--- src/rtl/cpu_apb_pkg.sv ---
// cpu_apb_pkg: shared FSM encoding and constants for the CPU-to-APB bridge.
package cpu_apb_pkg;
  localparam logic [1:0] S_IDLE   = 2'd0;
  localparam logic [1:0] S_SETUP  = 2'd1;
  localparam logic [1:0] S_ACCESS = 2'd2;
  localparam logic [1:0] S_RESP   = 2'd3;
  localparam logic [31:0] TIMEOUT_RDATA = 32'hDEAD_BEEF;
  localparam logic [2:0] PPROT_DEFAULT = 3'b000;
endpackage

--- src/rtl/apb_timeout_cnt.sv ---
// apb_timeout_cnt: counts stalled ACCESS cycles and flags the one that reaches LIMIT.
module apb_timeout_cnt #(
  parameter int LIMIT = 256
) (
  input  logic clock,
  input  logic reset,
  input  logic enable,
  input  logic clear,
  output logic expired
);
  logic [31:0] cnt_q, cnt_d;
  always_comb cnt_d = clear ? '0 : enable ? cnt_q + 32'd1 : cnt_q;
  // Fires during the LIMIT-th stalled cycle so RESP follows exactly LIMIT ACCESS cycles.
  assign expired = enable && cnt_q == 32'(LIMIT - 1);
  always_ff @(posedge clock or negedge reset)
    if (!reset) cnt_q <= '0;
    else cnt_q <= cnt_d;
endmodule

--- src/rtl/cpu_apb_bridge.sv ---
// cpu_apb_bridge: single-outstanding valid/ready to APB master bridge.
// Optional ACCESS timeout abort enabled by defining APB_TIMEOUT_EN.
module cpu_apb_bridge
  import cpu_apb_pkg::*;
#(
  parameter int         TIMEOUT_CYCLES = 256,
  parameter logic [2:0] PPROT_VAL      = PPROT_DEFAULT
) (
  input  logic        clock,
  input  logic        reset,
  input  logic        in_req_valid,
  output logic        in_req_ready,
  input  logic [31:0] in_req_addr,
  input  logic        in_req_write,
  input  logic [31:0] in_req_wdata,
  input  logic [3:0]  in_req_wstrb,
  output logic        in_resp_valid,
  input  logic        in_resp_ready,
  output logic [31:0] in_resp_rdata,
  output logic        in_resp_err,
  output logic [31:0] out_paddr,
  output logic        out_psel,
  output logic        out_penable,
  output logic [2:0]  out_pprot,
  output logic        out_pwrite,
  output logic [31:0] out_pwdata,
  output logic [3:0]  out_pstrb,
  input  logic        out_pready,
  input  logic [31:0] out_prdata,
  input  logic        out_pslverr
);
  logic [1:0]  state_q, state_d;
  logic [31:0] addr_q, addr_d, wdata_q, wdata_d, rdata_q, rdata_d;
  logic [3:0]  wstrb_q, wstrb_d;
  logic        write_q, write_d, err_q, err_d;
  logic        accept, done, timeout;
`ifdef APB_TIMEOUT_EN
  apb_timeout_cnt #(.LIMIT(TIMEOUT_CYCLES)) u_timeout (
    .clock   (clock),
    .reset   (reset),
    .enable  (state_q == S_ACCESS && !out_pready),
    .clear   (state_q == S_SETUP),
    .expired (timeout)
  );
`else
  logic unused_timeout;
  assign unused_timeout = ^TIMEOUT_CYCLES;
  assign timeout = 1'b0;
`endif
  always_comb begin
    accept  = state_q == S_IDLE && in_req_valid;
    done    = state_q == S_ACCESS && out_pready;
    state_d = accept ? S_SETUP :
              state_q == S_SETUP ? S_ACCESS :
              (done || timeout) ? S_RESP :
              (state_q == S_RESP && in_resp_ready) ? S_IDLE : state_q;
    addr_d  = accept ? in_req_addr : addr_q;
    write_d = accept ? in_req_write : write_q;
    // Reads latch zero write data so the APB bus never shows stale write payload.
    wdata_d = accept ? (in_req_write ? in_req_wdata : '0) : wdata_q;
    wstrb_d = accept ? (in_req_write ? in_req_wstrb : '0) : wstrb_q;
    rdata_d = done ? (write_q ? '0 : out_prdata) : timeout ? TIMEOUT_RDATA : rdata_q;
    err_d   = done ? out_pslverr : timeout | err_q;
  end
  always_ff @(posedge clock or negedge reset)
    if (!reset) begin
      state_q <= S_IDLE;
      addr_q  <= '0;
      write_q <= 1'b0;
      wdata_q <= '0;
      wstrb_q <= '0;
      rdata_q <= '0;
      err_q   <= 1'b0;
    end else begin
      state_q <= state_d;
      addr_q  <= addr_d;
      write_q <= write_d;
      wdata_q <= wdata_d;
      wstrb_q <= wstrb_d;
      rdata_q <= rdata_d;
      err_q   <= err_d;
    end
  assign in_req_ready  = state_q == S_IDLE;
  assign in_resp_valid = state_q == S_RESP;
  assign in_resp_rdata = rdata_q;
  assign in_resp_err   = err_q;
  assign out_psel      = state_q == S_SETUP || state_q == S_ACCESS;
  assign out_penable   = state_q == S_ACCESS;
  assign out_pprot     = PPROT_VAL;
  assign out_paddr     = addr_q;
  assign out_pwrite    = write_q;
  assign out_pwdata    = wdata_q;
  assign out_pstrb     = wstrb_q;
endmodule

--- config.mk ---
export PLATFORM = sky130hd
export DESIGN_NAME = cpu_apb_bridge
export DESIGN_NICKNAME = d
export VERILOG_FILES = /design/src/rtl/cpu_apb_pkg.sv /design/src/rtl/apb_timeout_cnt.sv /design/src/rtl/cpu_apb_bridge.sv
export SDC_FILE = /design/constraint.sdc
export NUM_CORES = 1
export LEC_CHECK = 0
export BUFFER_PORTS_ARGS = -buffer_cell sky130_fd_sc_hd__buf_2
export CORE_ASPECT_RATIO = 1.1
export CORE_MARGIN = 4
export CORE_UTILIZATION = 50
export DETAILED_ROUTE_END_ITERATION = 16
export PLACE_DENSITY = 0.89
export SETUP_SLACK_MARGIN = 0.05
export SLEW_MARGIN = 5
export SYNTH_ARGS = -nofsm -noshare
export SYNTH_HDL_FRONTEND = slang
export SYNTH_SLANG_ARGS = --single-unit
export TNS_END_PERCENT = 50
--- constraint.sdc ---
create_clock -name clock -period 2.8 [get_ports clock]
set_input_delay 0.56 -clock clock [delete_from_list [all_inputs] [get_ports clock]]
set_output_delay 0.56 -clock clock [all_outputs]
set_load 0.01 [all_outputs]
; Word level (Yosys, flattened, before mapping)
; Index checks and enable logic that the tools add are counted.
[classes]
eq_ne = 3
mux = 7
reduce_logical = 6
[ops]
columns = operator, n
row1 = two-way mux 32 bit, 2
row2 = two-way mux 2 bit, 4
row3 = "== test 2 bit, second input constant", 2
row4 = two-way mux 4 bit, 1
row5 = nonzero test 4 bit, 1
row6 = logical AND 1 bit, 3
row7 = "== test 2 x 1 -> 1 bit, second input constant", 1
row8 = zero test 2 bit, 1
row9 = logical OR 1 bit, 1
[totals]
register_bits = 104
in_bits = 107
output_inout_bits = 109
elab_cells = 23

; Longest topological paths before layout
[depth]
word_depth = 6
ltp_mapped = 6
ltp_nobuf = 4

; Least setup slack after synthesis
; No wires, ideal clock.
[synth_path]
kind = register -> register
start = reg state_q[0]
end = reg addr_q[0] (netlist: out_paddr[0])
setup_time_ns = 0.125
t_arrival_ns = 1.408
t_required_ns = 2.675
path_slack_ns = 1.266
stages_incl_launch_ff = 7
n_path_buf = 2
period_less_slack_ns = 1.534
cell_sequence = dfrtp_1 > inv_1 > ha_1 > and2_1 > buf_6 > buf_6 > mux2_4
[synth_via]
elab_chain_cells = 2
[synth_rtl]
columns = item, line
row1 = "start, declared", cpu_apb_bridge.sv:32  ; logic [1:0] state_q, state_d;
row2 = "start signal, assigned", cpu_apb_bridge.sv:75  ; state_q <= state_d;
row3 = zero test 2 bit, n/a
row4 = via in_req_ready, cpu_apb_bridge.sv:12  ; output logic in_req_ready,
row5 = logical AND 1 bit, cpu_apb_bridge.sv:51  ; accept = state_q == S_IDLE && in_req_valid;
row6 = "end signal, assigned", cpu_apb_bridge.sv:76  ; addr_q <= addr_d;
row7 = "end, declared", cpu_apb_bridge.sv:33  ; logic [31:0] addr_q, addr_d, wdata_q, wdata_d, rdata_q, rdata_d;
; The timed path passes the listed nets, and every way through them passes these cells.
; A chain may end at the register's enable or synchronous reset.

; Final worst setup path
[layout_path]
start = reg state_q[0]
end = out in_req_ready
[layout_via]
elab_chain_cells = 1
[layout_rtl]
columns = item, line
row1 = zero test 2 bit, cpu_apb_bridge.sv:83  ; assign in_req_ready = state_q == S_IDLE;
row2 = "end, declared", cpu_apb_bridge.sv:12
; No other way between the ends.

==> impl_metrics.yaml <==
grt:
  antenna_found_initial: 0
  grt_max_degree: 57
  grt_overflow: 0
  track_usage: 0.217
  grt_pass1_wl_um: 18100
  grt_pass1_vias: 3568
timing:
  setup_tns_ns: 0
  clock_skew_ns: 0.00755
  layout_min_cycle_time_ns: 2.25
  grt_setup_unrepaired: "no"
  fmax_mhz: 445
  slew_headroom: 0.489
  setup_violations: 0
  max_slew.worst_pin.slew_ns: 0.764
  finalCritPeriodShare: 0.803
  setup_slack_ns: 0.553
  hold_viol: 0
  slew_viol_final: 0
die:
  num_rows: 36
  initial_core_util: 0.510
  die_h_um: 108
  io_pins: 216
  die_area_um2: 10600
  core_um2: 8830
  die_w_um: 98.5
placement:
  place_hpwl_um: 8430
  port_buffers: 212
  place.gp.congestion: 0.830
  pre_cts_slack_ns: 0.956
pwr:
  p_sw_uw: 2340
  intPower_uw: 4130
  sequentialPowerShare: 0.409
  swShare: 0.361
  combPwrFrac: 0.431
  ir_worst_vdd_mv: 0.514
  power.density_nw_per_um2: 1110
  p_leak_uw: 0.00305
  clockPowerShare: 0.160
run:
  drv_cap: 0
route:
  drt-initial-drc-count: 104
  wl_um: 11700
  drt_pass1_iterations: 4
  via_count: 3423
  drc: 0
  wl_per_cell_um: 17.3
  final_antenna_net_count: 0
  vias_per_cell: 5.06
setup_path:
  path_delay_family: "buffers and inverters"
  end_kind: "output pin"
  start_kind: "flop"
  cp_slowest_cell: "dfrtp_1"
  path_cells: "inv_1, ha_1, buf_4, buf_2"
  required_ns: 2.24
  cp.buffers_inverters: 3
  cp.arrival_ns: 1.69
  slowest_delay_ns: 0.43
  worstPathMaxFanout: 38
  crit_type: "flop to output pin"
clock_tree:
  hold_buffers: 0
  cts_setup_buffers: 0
  cts_tree: "done"
  cts_resized: 0
  cts_made_buffers: 9
  htreeDepth: 3
  worstSkewPairLatency_ns: 0.37
  clk_pin_slew_ns: 0.10
  root_buffer: "clkbuf_8"
  cts.sinks: 104
  clock_path_buffers: 2
synthesis:
  ys_warn_count: 0
  synthTopCellsByCount: "dfrtp_1, inv_1, nand4_1, o21ai_0, mux2_4"
  ys_seq_elements: 104
  synth.most_common_cell: "dfrtp_1"
  async_reset_ff_frac: 1.00
  synth_ff_type: "dfrtp_1"
  synth_area_per_cell_um2: 12.7
  syn_area_um2: 4500
  syn_inst: 355
  yosys.area.top_type: "dfrtp_1"
  post-synth-top-area-fraction: 0.578
  synthTopCellsByArea: "dfrtp_1, mux2_4, mux2_2, nand4_1, nor2b_1"
  ys_types: 22
  seq_area_frac_synth: 0.578
  synth_enable_flop_cells: 0
outcome:
  status: "finished, final reports clean"
final_layout:
  n_antenna_cell: 0
  n_fill_cell: 647
  fin_nets: 668
  drive_gt1_frac: 0.532
  area_growth_pct: 29.7
hold_path:
  min_path_type: "input port to asynchronous set/reset pin"
==> path summary, 6_finish.rpt <==
kind	endpoint	slack, ns	cells after the start	from
max in group asynchronous	out_paddr[17]$_DFFE_PN0P_	1.89	2	reset
worst max register to register	in_resp_rdata[23]$_DFFE_PN0P_	0.94	4	state_q[0]$_DFFE_PN0P_
worst min register to register	in_resp_rdata[8]$_DFFE_PN0P_	0.51	1	in_resp_rdata[8]$_DFFE_PN0P_
worst max-delay path	in_req_ready	0.55	4	state_q[0]$_DFFE_PN0P_
min in group clock	out_paddr[26]$_DFFE_PN0P_	0.42	2	in_req_addr[26]
worst min-delay path	out_paddr[26]$_DFFE_PN0P_	0.19	1	reset
==> area by class of cell <==
cell class | count | area [µm²] | share of cell area
sequential | 104 | 2600 | 0.446
multi-input combinational | 186 | 1590 | 0.273
timing repair buffer | 218 | 1130 | 0.194
inverter | 38 | 143 | 0.0244
tap | 114 | 143 | 0.0244
clock buffer | 11 | 141 | 0.0242
clock inverter | 5 | 80.1 | 0.0137
==> cell families after synthesis <==
group                    synth area share
multiplexers                        0.193
AND/OR/NAND/NOR                     0.101
buffers and inverters              0.0698
flip-flops                          0.578
AO/OA/AOI/OAI                      0.0464
adder cells (fa/ha/maj)            0.0111
other                            0.000833
==> stage by stage <==
stage	hold WS [ns]	utilization	instances	area, µm²	power (µW)
2_1_floorplan	0.264	-	357	4510	4290
3_3_place_gp	0.471	0.636	660	5620	5300
3_5_place_dp	0.488	0.636	660	5620	5460
4_1_cts	0.207	0.661	676	5840	6520
5_1_grt	0.233	0.661	676	5840	6860
6_report	0.195	0.661	676	5840	6470
==> power by group through the flow <==
| stage | clock network, µW | registers (µW) | logic [µW] |
|---|---|---|---|
| floorplan | 0 | 2960 | 1340 |
| global placement | 0 | 2620 | 2690 |
| detailed placement | 0 | 2660 | 2800 |
| CTS | 1060 | 2650 | 2810 |
| global route | 1110 | 2730 | 3020 |
| finish | 1030 | 2650 | 2790 |
==> placed cells by master (no fill, tap or decap) <==
master,n
nand2_1,1
buf_4,5
ha_1,4
o221ai_1,1
nor2b_1,32
and2_4,1
clkinv_2,1
a21oi_1,2
clkbuf_8,10
and2_1,1
bufinv_16,2
o21ai_0,36
a21bo_2,1
buf_12,2
clkbuf_1,1
nand2b_1,1
buf_2,211
dfrtp_1,104
nand4_1,36
mux2_1,3
conb_1,3
mux2_2,30
nand2_2,1
clkinvlp_4,2
inv_1,38
mux2_4,33
==> routing by layer <==
metal	vias to the layer above	GRT usage	share of wire	wire length (µm)
li1	1594	-	-	-
met1	1660	0.267	0.41	4780
met2	149	0.374	0.51	5960
met3	20	0.0395	0.058	677
met4	0	0.0966	0.022	262
met5	-	0	0	0
==> worst reg2reg max path, stage by stage (launching register included) <==
cell and delay [ns]:
dfrtp_1 0.41, inv_1 0.09, ha_1 0.24, nand2_2 0.58
mux2_2 0.43
==> registers in the layout (all words and copies together) (netlist names) <==
signal and cells:
in_resp_rdata 32, out_paddr 32, out_pwdata 32, out_pstrb 4, state_q 2, in_resp_err 1, out_pwrite 1
Power figures use the tool's default switching activity.
